===== src/rtl/gpo_display_scanner.sv =====
// Scans a 32-bit value onto an 8-digit common-anode seven-segment display.
// Ports: CLK, RST_N (sync, active-low), DIN value, CFG control,
//        AN/SEG/DP active-low drives, FRAME pulse on snapshot load.
module gpo_display_scanner #(
   parameter int TICKS_PER_DIGIT = 50000
) (
   input  logic        CLK,
   input  logic        RST_N,
   input  logic [31:0] DIN,
   input  logic [31:0] CFG,
   output logic [7:0]  AN,
   output logic [6:0]  SEG,
   output logic        DP,
   output logic        FRAME
);

   localparam int PW = (TICKS_PER_DIGIT > 2) ?
                       $clog2(TICKS_PER_DIGIT) : 1;
   localparam logic [PW-1:0] P_LAST = PW'(TICKS_PER_DIGIT - 1);

   logic [PW-1:0] p;
   logic [2:0]    idx;
   logic [31:0]   sd;
   logic [31:0]   sc;

   logic          p_wrap;
   logic          boundary;
   logic [3:0]    nib;
   logic [31:0]   upper;
   logic          blank;
   logic [7:0]    dp_mask;
   logic [6:0]    glyph;
   logic [7:0]    an_nx;
   logic [6:0]    seg_nx;
   logic          dp_nx;
   logic          unused_sc;

   assign unused_sc = ^{sc[31:16], sc[7:2]};

   always_comb begin
      p_wrap   = (p == P_LAST);
      boundary = p_wrap && (idx == 3'd7);
      nib      = sd[{idx, 2'b00} +: 4];
      // Digit is a leading zero when it and every higher nibble are zero.
      upper    = sd >> {idx, 2'b00};
      blank    = sc[1] && (idx != 3'd0) && (upper == 32'd0);
      dp_mask  = sc[15:8];
   end

   always_comb begin
      case (nib)
         4'h0: glyph = 7'h40;
         4'h1: glyph = 7'h79;
         4'h2: glyph = 7'h24;
         4'h3: glyph = 7'h30;
         4'h4: glyph = 7'h19;
         4'h5: glyph = 7'h12;
         4'h6: glyph = 7'h02;
         4'h7: glyph = 7'h78;
         4'h8: glyph = 7'h00;
         4'h9: glyph = 7'h10;
         4'hA: glyph = 7'h08;
         4'hB: glyph = 7'h03;
         4'hC: glyph = 7'h46;
         4'hD: glyph = 7'h21;
         4'hE: glyph = 7'h06;
         default: glyph = 7'h0E;
      endcase
   end

   always_comb begin
      an_nx  = 8'hFF;
      seg_nx = 7'h7F;
      dp_nx  = 1'b1;
      if (sc[0] && !blank) begin
         an_nx  = ~(8'd1 << idx);
         seg_nx = glyph;
         dp_nx  = ~dp_mask[idx];
      end
   end

   always_ff @(posedge CLK) begin
      if (!RST_N) begin
         p     <= '0;
         idx   <= 3'd0;
         sd    <= 32'd0;
         sc    <= 32'd0;
         AN    <= 8'hFF;
         SEG   <= 7'h7F;
         DP    <= 1'b1;
         FRAME <= 1'b0;
      end else begin
         p <= p_wrap ? '0 : p + PW'(1);
         if (p_wrap) begin
            idx <= idx + 3'd1;
         end
         // Snapshot only at the frame boundary so mid-frame writes never tear.
         if (boundary) begin
            sd <= DIN;
            sc <= CFG;
         end
         FRAME <= boundary;
         AN    <= an_nx;
         SEG   <= seg_nx;
         DP    <= dp_nx;
      end
   end

endmodule


===== config.mk =====
export PLATFORM = sky130hd
export DESIGN_NAME = gpo_display_scanner
export DESIGN_NICKNAME = d
export VERILOG_FILES = /design/src/rtl/gpo_display_scanner.sv
export SDC_FILE = /design/constraint.sdc
export NUM_CORES = 1
export LEC_CHECK = 0
export CORE_MARGIN = 3
export CORE_UTILIZATION = 54
export DETAILED_ROUTE_END_ITERATION = 6
export HOLD_SLACK_MARGIN = 0.06
export PLACE_DENSITY = 0.9
export SLEW_MARGIN = 20
export SYNTH_ARGS = -nofsm -noshare
export SYNTH_HDL_FRONTEND = slang
export SYNTH_SLANG_ARGS = --single-unit

===== constraint.sdc =====
create_clock -name CLK -period 4.9 [get_ports CLK]
set_input_delay 0.98 -clock CLK [delete_from_list [all_inputs] [get_ports CLK]]
set_output_delay 0.98 -clock CLK [all_outputs]
set_load 0.03 [all_outputs]

# Word level (Yosys, flattened, before mapping)
# Memories as Yosys holds them, arrays and structs flattened. A register that Yosys moved wholly into a read port is not among the register bits.
# Cells that the tools add are included.
# W data, S select, Z words.
op_classes:
  n_bitwise: 3
  n_eq_ne: 2
  reduce_logical: 10
  n_lt_le_gt_ge: 1
  mux: 2
  n_shift: 3
  add_sub_neg: 2
ops:
  columns: ["op", "count"]
  rows:
  - ["$logic_not A32 Y1", 1]
  - ["$shiftx A32 B6 Y4", 1]
  - ["$shr A32 B5 Y32", 1]
  - ["$add A16 B1 Y16 const B", 1]
  - ["$eq A16 B16 Y1 const B", 1]
  - ["$not A8 Y8", 1]
  - ["$shl A1 B3 Y8 const A", 1]
  - ["$logic_and A1 B1 Y1", 4]
  - ["$lt A3 B4 Y1 const B", 1]
  - ["$add A3 B1 Y3 const B", 1]
  - ["$bmux W1 S3", 1]
  - ["$eq A3 B3 Y1 const B", 1]
  - ["$reduce_bool A3 Y1", 1]
  - ["$logic_not A1 Y1", 2]
  - ["$not A1 Y1", 2]
  - ["$reduce_and A2 Y1", 1]
  - ["$reduce_or A2 Y1", 1]
  - ["$mux W1", 1]
totals:
  reg_bits: 77
  inputBits: 66
  n_memories: 1
  rom_bits: 112
mem_list:
  columns: ["name", "depth", "width", "rd", "rd_ports_with_merged_regs", "wr", "line_no", "rtl"]
  rows:
  - ["(no name shown)", 16, 7, 1, 1, 0, "51", "case (nib)"]

# Longest topological paths before layout
depth:
  depth_word: 7
  ltp_mapped: 10
  depth_no_buf: 8

# Worst setup path before layout
# No wires, ideal clock.
synth_path:
  path_type: "reg2reg"
  start: "register idx[0]"
  end: "register SEG[2]"
  n_path_buf: 2
  slack_ns: 1.976
  setup_ns: 0.095
  stages_incl_launch_ff: 11
  t_arrival_ns: 2.828
  t_required_ns: 4.805
  synth_period_minus_slack_ns: 2.924
  cell_sequence: "dfxtp_1 > buf_2 > buf_2 > mux4_2 > mux2i_1 > ha_1 > nand2_1 > a2111oi_2 > a31oi_1 > a21o_1 > o311ai_1"
synth_between:
  elab_chain_cells: 7
  word_cells_on_any_way: 10
synth_lines:
  columns: ["element", "line_no", "rtl"]
  rows:
  - ["start, declared", "22", "logic [2:0] idx;"]
  - ["start signal, assigned", "95", "idx <= idx + 3'd1;"]
  - ["$shr A32 B5 Y32 or $reduce_bool A3 Y1 (tied branches)", "45, 46", null]
  - ["$logic_not A32 Y1 or $logic_and A1 B1 Y1 (tied branches)", "46", "blank = sc[1] && (idx != 3'd0) && (upper == 32'd0);"]
  - ["$logic_and A1 B1 Y1", "46", null]
  - ["$logic_not A1 Y1", "75", "if (sc[0] && !blank) begin"]
  - ["$logic_and A1 B1 Y1", "75", null]
  - ["$reduce_and A2 Y1 (no line)", null, null]
  - ["$logic_not A1 Y1 (no line)", null, null]
  - ["end, declared", "12", "output logic [6:0] SEG,"]
# Parallel ways exist; a longest one is shown, timed or not.
# A chain may end at the register's enable or synchronous reset.

# Final worst setup path
layout_path:
  start: "register idx[0]"
  end: "register SEG[0]"
# Same word-level chain as after synthesis.

==> insert_results.sql <==
INSERT INTO impl_metrics (metric_group, metric, value, unit) VALUES
('outcome', 'result_of_the_run', 'complete, no violations', ''),
('sta', 'totalNegativeSetupSlack', '0', 'ps'),
('grt', 'vias_in_the_first_global_route', '2894', ''),
('detailed_routing', 'drt-wirelength-per-cell', '14.6', 'um'),
('final_layout', 'nets', '535', ''),
('sta', 'drv_slew', '0', ''),
('logic_synthesis', 'synth_async_sr_flop_share', '0', '%'),
('die', 'die_width', '87.5', 'um'),
('die', 'initial_core_util', '56.2', '%'),
('detailed_routing', 'first_iter_violations', '169', ''),
('die', 'std_cell_rows', '29', ''),
('detailed_routing', 'dr_total_vias', '3014', ''),
('logic_synthesis', 'synth-warning-count', '0', ''),
('critical_path', 'critPathLaunchType', 'register', ''),
('final_layout', 'finished_layout_cell_area', '0.00439', 'sq mm'),
('sta', 'final.setup_skew', '10.8', 'ps'),
('clock_network', 'clk_pin_slew_worst_paths', '80', 'ps'),
('sta', 'finalHoldViolCount', '0', ''),
('die', 'die_height', '87.5', 'um'),
('clock_network', 'cts_num_sinks', '78', ''),
('sta', 'worst_slew_pin_slew', '1040', 'ps'),
('grt', 'grt_max_degree', '43', ''),
('final_layout', 'syn_to_final_growth', '22.3', '%'),
('detailed_routing', 'route.detailed.drc', '0', ''),
('placement', 'final_hpwl_from_detailed_placement', '5660', 'um'),
('logic_synthesis', 'synth-seq-cells', '78', ''),
('die', 'fp.dieArea', '0.00766', 'sq mm'),
('clock_network', 'tritoncts_clock_tree', 'built', ''),
('sta', 'rsz0062_at_grt', 'false', ''),
('detailed_routing', 'firstDrtPassIters', '5', ''),
('critical_path', 'worstPathMaxFanout', '11', ''),
('clock_network', 'ctsResizeCount', '0', ''),
('job', 'drv_cap', '0', ''),
('pwr', 'vdd_drop_max', '0.200', 'mV'),
('clock_network', 'cts_setup_buffers', '0', ''),
('clock_network', 'cts_root_buffer', 'sky130_fd_sc_hd__clkbuf_8', ''),
('critical_path', 'worst_setup_path_end_kind', 'register', ''),
('worst_hold_path', 'min_path_type', 'register to register', ''),
('logic_synthesis', 'netlist-cell-type-count', '43', ''),
('detailed_routing', 'drt-vias-per-instance', '5.59', ''),
('sta', 'achievable-frequency', '294', 'MHz'),
('clock_network', 'cts.htree.levels', '3', ''),
('logic_synthesis', 'synth_cells', '403', ''),
('die', 'core', '0.00639', 'sq mm'),
('logic_synthesis', 'mappedNetlistArea', '0.00359', 'sq mm'),
('die', 'pin_count', '83', ''),
('critical_path', 'worst_ep_required_time', '5180', 'ps'),
('grt', 'global_route.usage.total', '21.4', '%'),
('sta', 'holdWs', '459', 'ps'),
('logic_synthesis', 'postSynthAreaPerCell', '8.90', 'sq um'),
('critical_path', 'timing.setup.critical_path_class', 'register to register', ''),
('clock_network', 'clock_latency', '350', 'ps'),
('sta', 'fin_crit_sh', '69.4', '%'),
('clock_network', 'cts_max_path_buffers', '2', ''),
('grt', 'grt_first_pass_wirelength', '12900', 'um'),
('detailed_routing', 'totalWireLength', '7870', 'um'),
('clock_network', 'hold_buffers', '0', ''),
('logic_synthesis', 'number_of_enable_flip_flop_cells_after_synthesis', '0', ''),
('final_layout', 'antennaDiodeCount', '0', ''),
('sta', 'timing.final.setup_violations', '0', ''),
('sta', 'maxSlewHeadroom', '30.5', '%'),
('logic_synthesis', 'synth.net_count', '481', ''),
('sta', 'min_period', '3400', 'ps'),
('detailed_routing', 'ant_nets', '0', ''),
('logic_synthesis', 'synth.yosys.seq_area_share', '43.5', '%'),
('grt', 'number_of_antenna_violations_at_the_first_check_in_global_routing', '0', ''),
('final_layout', 'layout.core_utilization', '68.7', '%'),
('logic_synthesis', 'synth_ff_type', 'sky130_fd_sc_hd__dfxtp_1', ''),
('clock_network', 'cts_inserted_buffers', '9', ''),
('critical_path', 'critical_path_arrival', '3680', 'ps'),
('placement', 'portBuffers', '60', ''),
('pwr', 'power.static_leakage', '0.00155', 'uW'),
('grt', 'globalRoute.totalOverflow', '0', ''),
('critical_path', 'r2r_slack', '1500', 'ps'),
('pwr', 'p_per_area', '263', 'mW/mm^2'),
('placement', 'finalWeightedCongestion', '0.928', ''),
('final_layout', 'fillCellCount', '496', ''),
('placement', 'placed_area', '0.00419', 'sq mm'),
('final_layout', 'layout-drive-gt1-share', '16.2', '%');
-- final timing paths --
kind / to / startpoint / cells past startpoint
worst max-delay path: SEG[0] / idx[0] / 9
worst min-delay path: p[0] / p[0] / 1
worst max register to register: SEG[0] / idx[0] / 9
worst min register to register: p[0] / p[0] / 1
-- placed cells by master (no fill, tap or decap), drive strengths merged, types with 2 or more instances in the layout --
cell,synthesis,routed
nand2,117,117
dfxtp,78,78
clkdlybuf4s50,0,60
a21oi,45,45
nor2,28,28
ha,12,12
mux4,10,10
nand4,10,10
inv,10,10
clkbuf,10,10
nor4,9,9
o21ai,9,9
nand3,8,8
xor2,8,8
mux2i,6,6
xnor2,5,5
nor3,3,3
a31oi,3,3
clkinvlp,0,3
buf,10,3
nand2b,2,2
a22oi,2,2
o211ai,2,2
or3,2,2
clkinv,0,2
and2,2,2
-- worst max-delay path: stages, from the launching register on --
cell                        delay, ps
sky130_fd_sc_hd__dfxtp_1          630
sky130_fd_sc_hd__buf_4            290
sky130_fd_sc_hd__mux4_2           540
sky130_fd_sc_hd__mux2i_1          410
sky130_fd_sc_hd__ha_1             340
sky130_fd_sc_hd__nand2_1           90
sky130_fd_sc_hd__a2111oi_2        380
sky130_fd_sc_hd__a31oi_1          200
sky130_fd_sc_hd__a21o_1           320
sky130_fd_sc_hd__o21ai_1          130
-- metal layers --
layer / track usage (%) / part of all wire [%] / vias to the layer above
li1: - / - / 1487
met1: 26.9 / 43 / 1417
met2: 35.5 / 50 / 97
met3: 3.60 / 5.2 / 13
met4: 10.5 / 1.9 / 0
met5: 0 / 0 / -
-- metrics by stage --
step | worst slack (ps) | cells | power (uW)
after global routing | 1210 | 539 | 1190
after detailed placement | 1590 | 523 | 703
after global placement | 1630 | 523 | 701
after floorplan | 1980 | 403 | 664
final | 1500 | 539 | 1150
after CTS | 1510 | 539 | 1160
-- cell type report --
type	count	area, sq um	share of cell area, %
clock inverter	6	62.6	1.43
multi-input combinational	295	1880	42.8
inverter	10	37.5	0.856
sequential	78	1560	35.6
tap	77	96.3	2.20
timing repair buffer	63	623	14.2
clock buffer	10	128	2.91
-- kinds of logic (layout without fill, tap and decap cells) --
kind of cell | Yosys count | after routing | share of synthesized area, %
adders and majority gates | 12 | 12 | 4.19
AOI/OAI and AO/OA | 70 | 70 | 13.2
buffers and inverters | 30 | 89 | 4.26
muxes | 17 | 17 | 8.37
xor gates and xnor gates | 13 | 13 | 3.17
DFF | 78 | 78 | 43.5
and+or+nand+nor | 183 | 183 | 23.3
-- cell usage after synthesis (all sizes together) (5+ instances only) --
master	n	share of area [%]
clkbuf	10	1.0
nand3	8	1.1
dfxtp	78	44
nor2	28	2.9
buf	10	2.2
mux2i	6	1.8
nand2	117	14
xnor2	5	1.2
o21ai	9	1.3
nand4	10	1.7
ha	12	4.2
mux4	10	6.3
nor4	9	2.0
xor2	8	2.0
inv	10	1.0
a21oi	45	8.4
-- sequential cells by signal, indices dropped and copies added (netlist names) --
| register | cells |
|---|---|
| AN | 8 |
| DP | 1 |
| FRAME | 1 |
| SEG | 7 |
| idx | 3 |
| p | 16 |
| sc | 10 |
| sd | 32 |
-- power breakdown --
part | internal, uW | switching, uW | total, uW | leakage (uW)
clock | 233 | 233 | 466 | 0.0000883
sequential | 635 | 1.39 | 637 | 0.000629
combinational | 33.3 | 17.8 | 51.1 | 0.000834
total | 902 | 252 | 1150 | 0.00155
(Power assumes the default switching activity.)
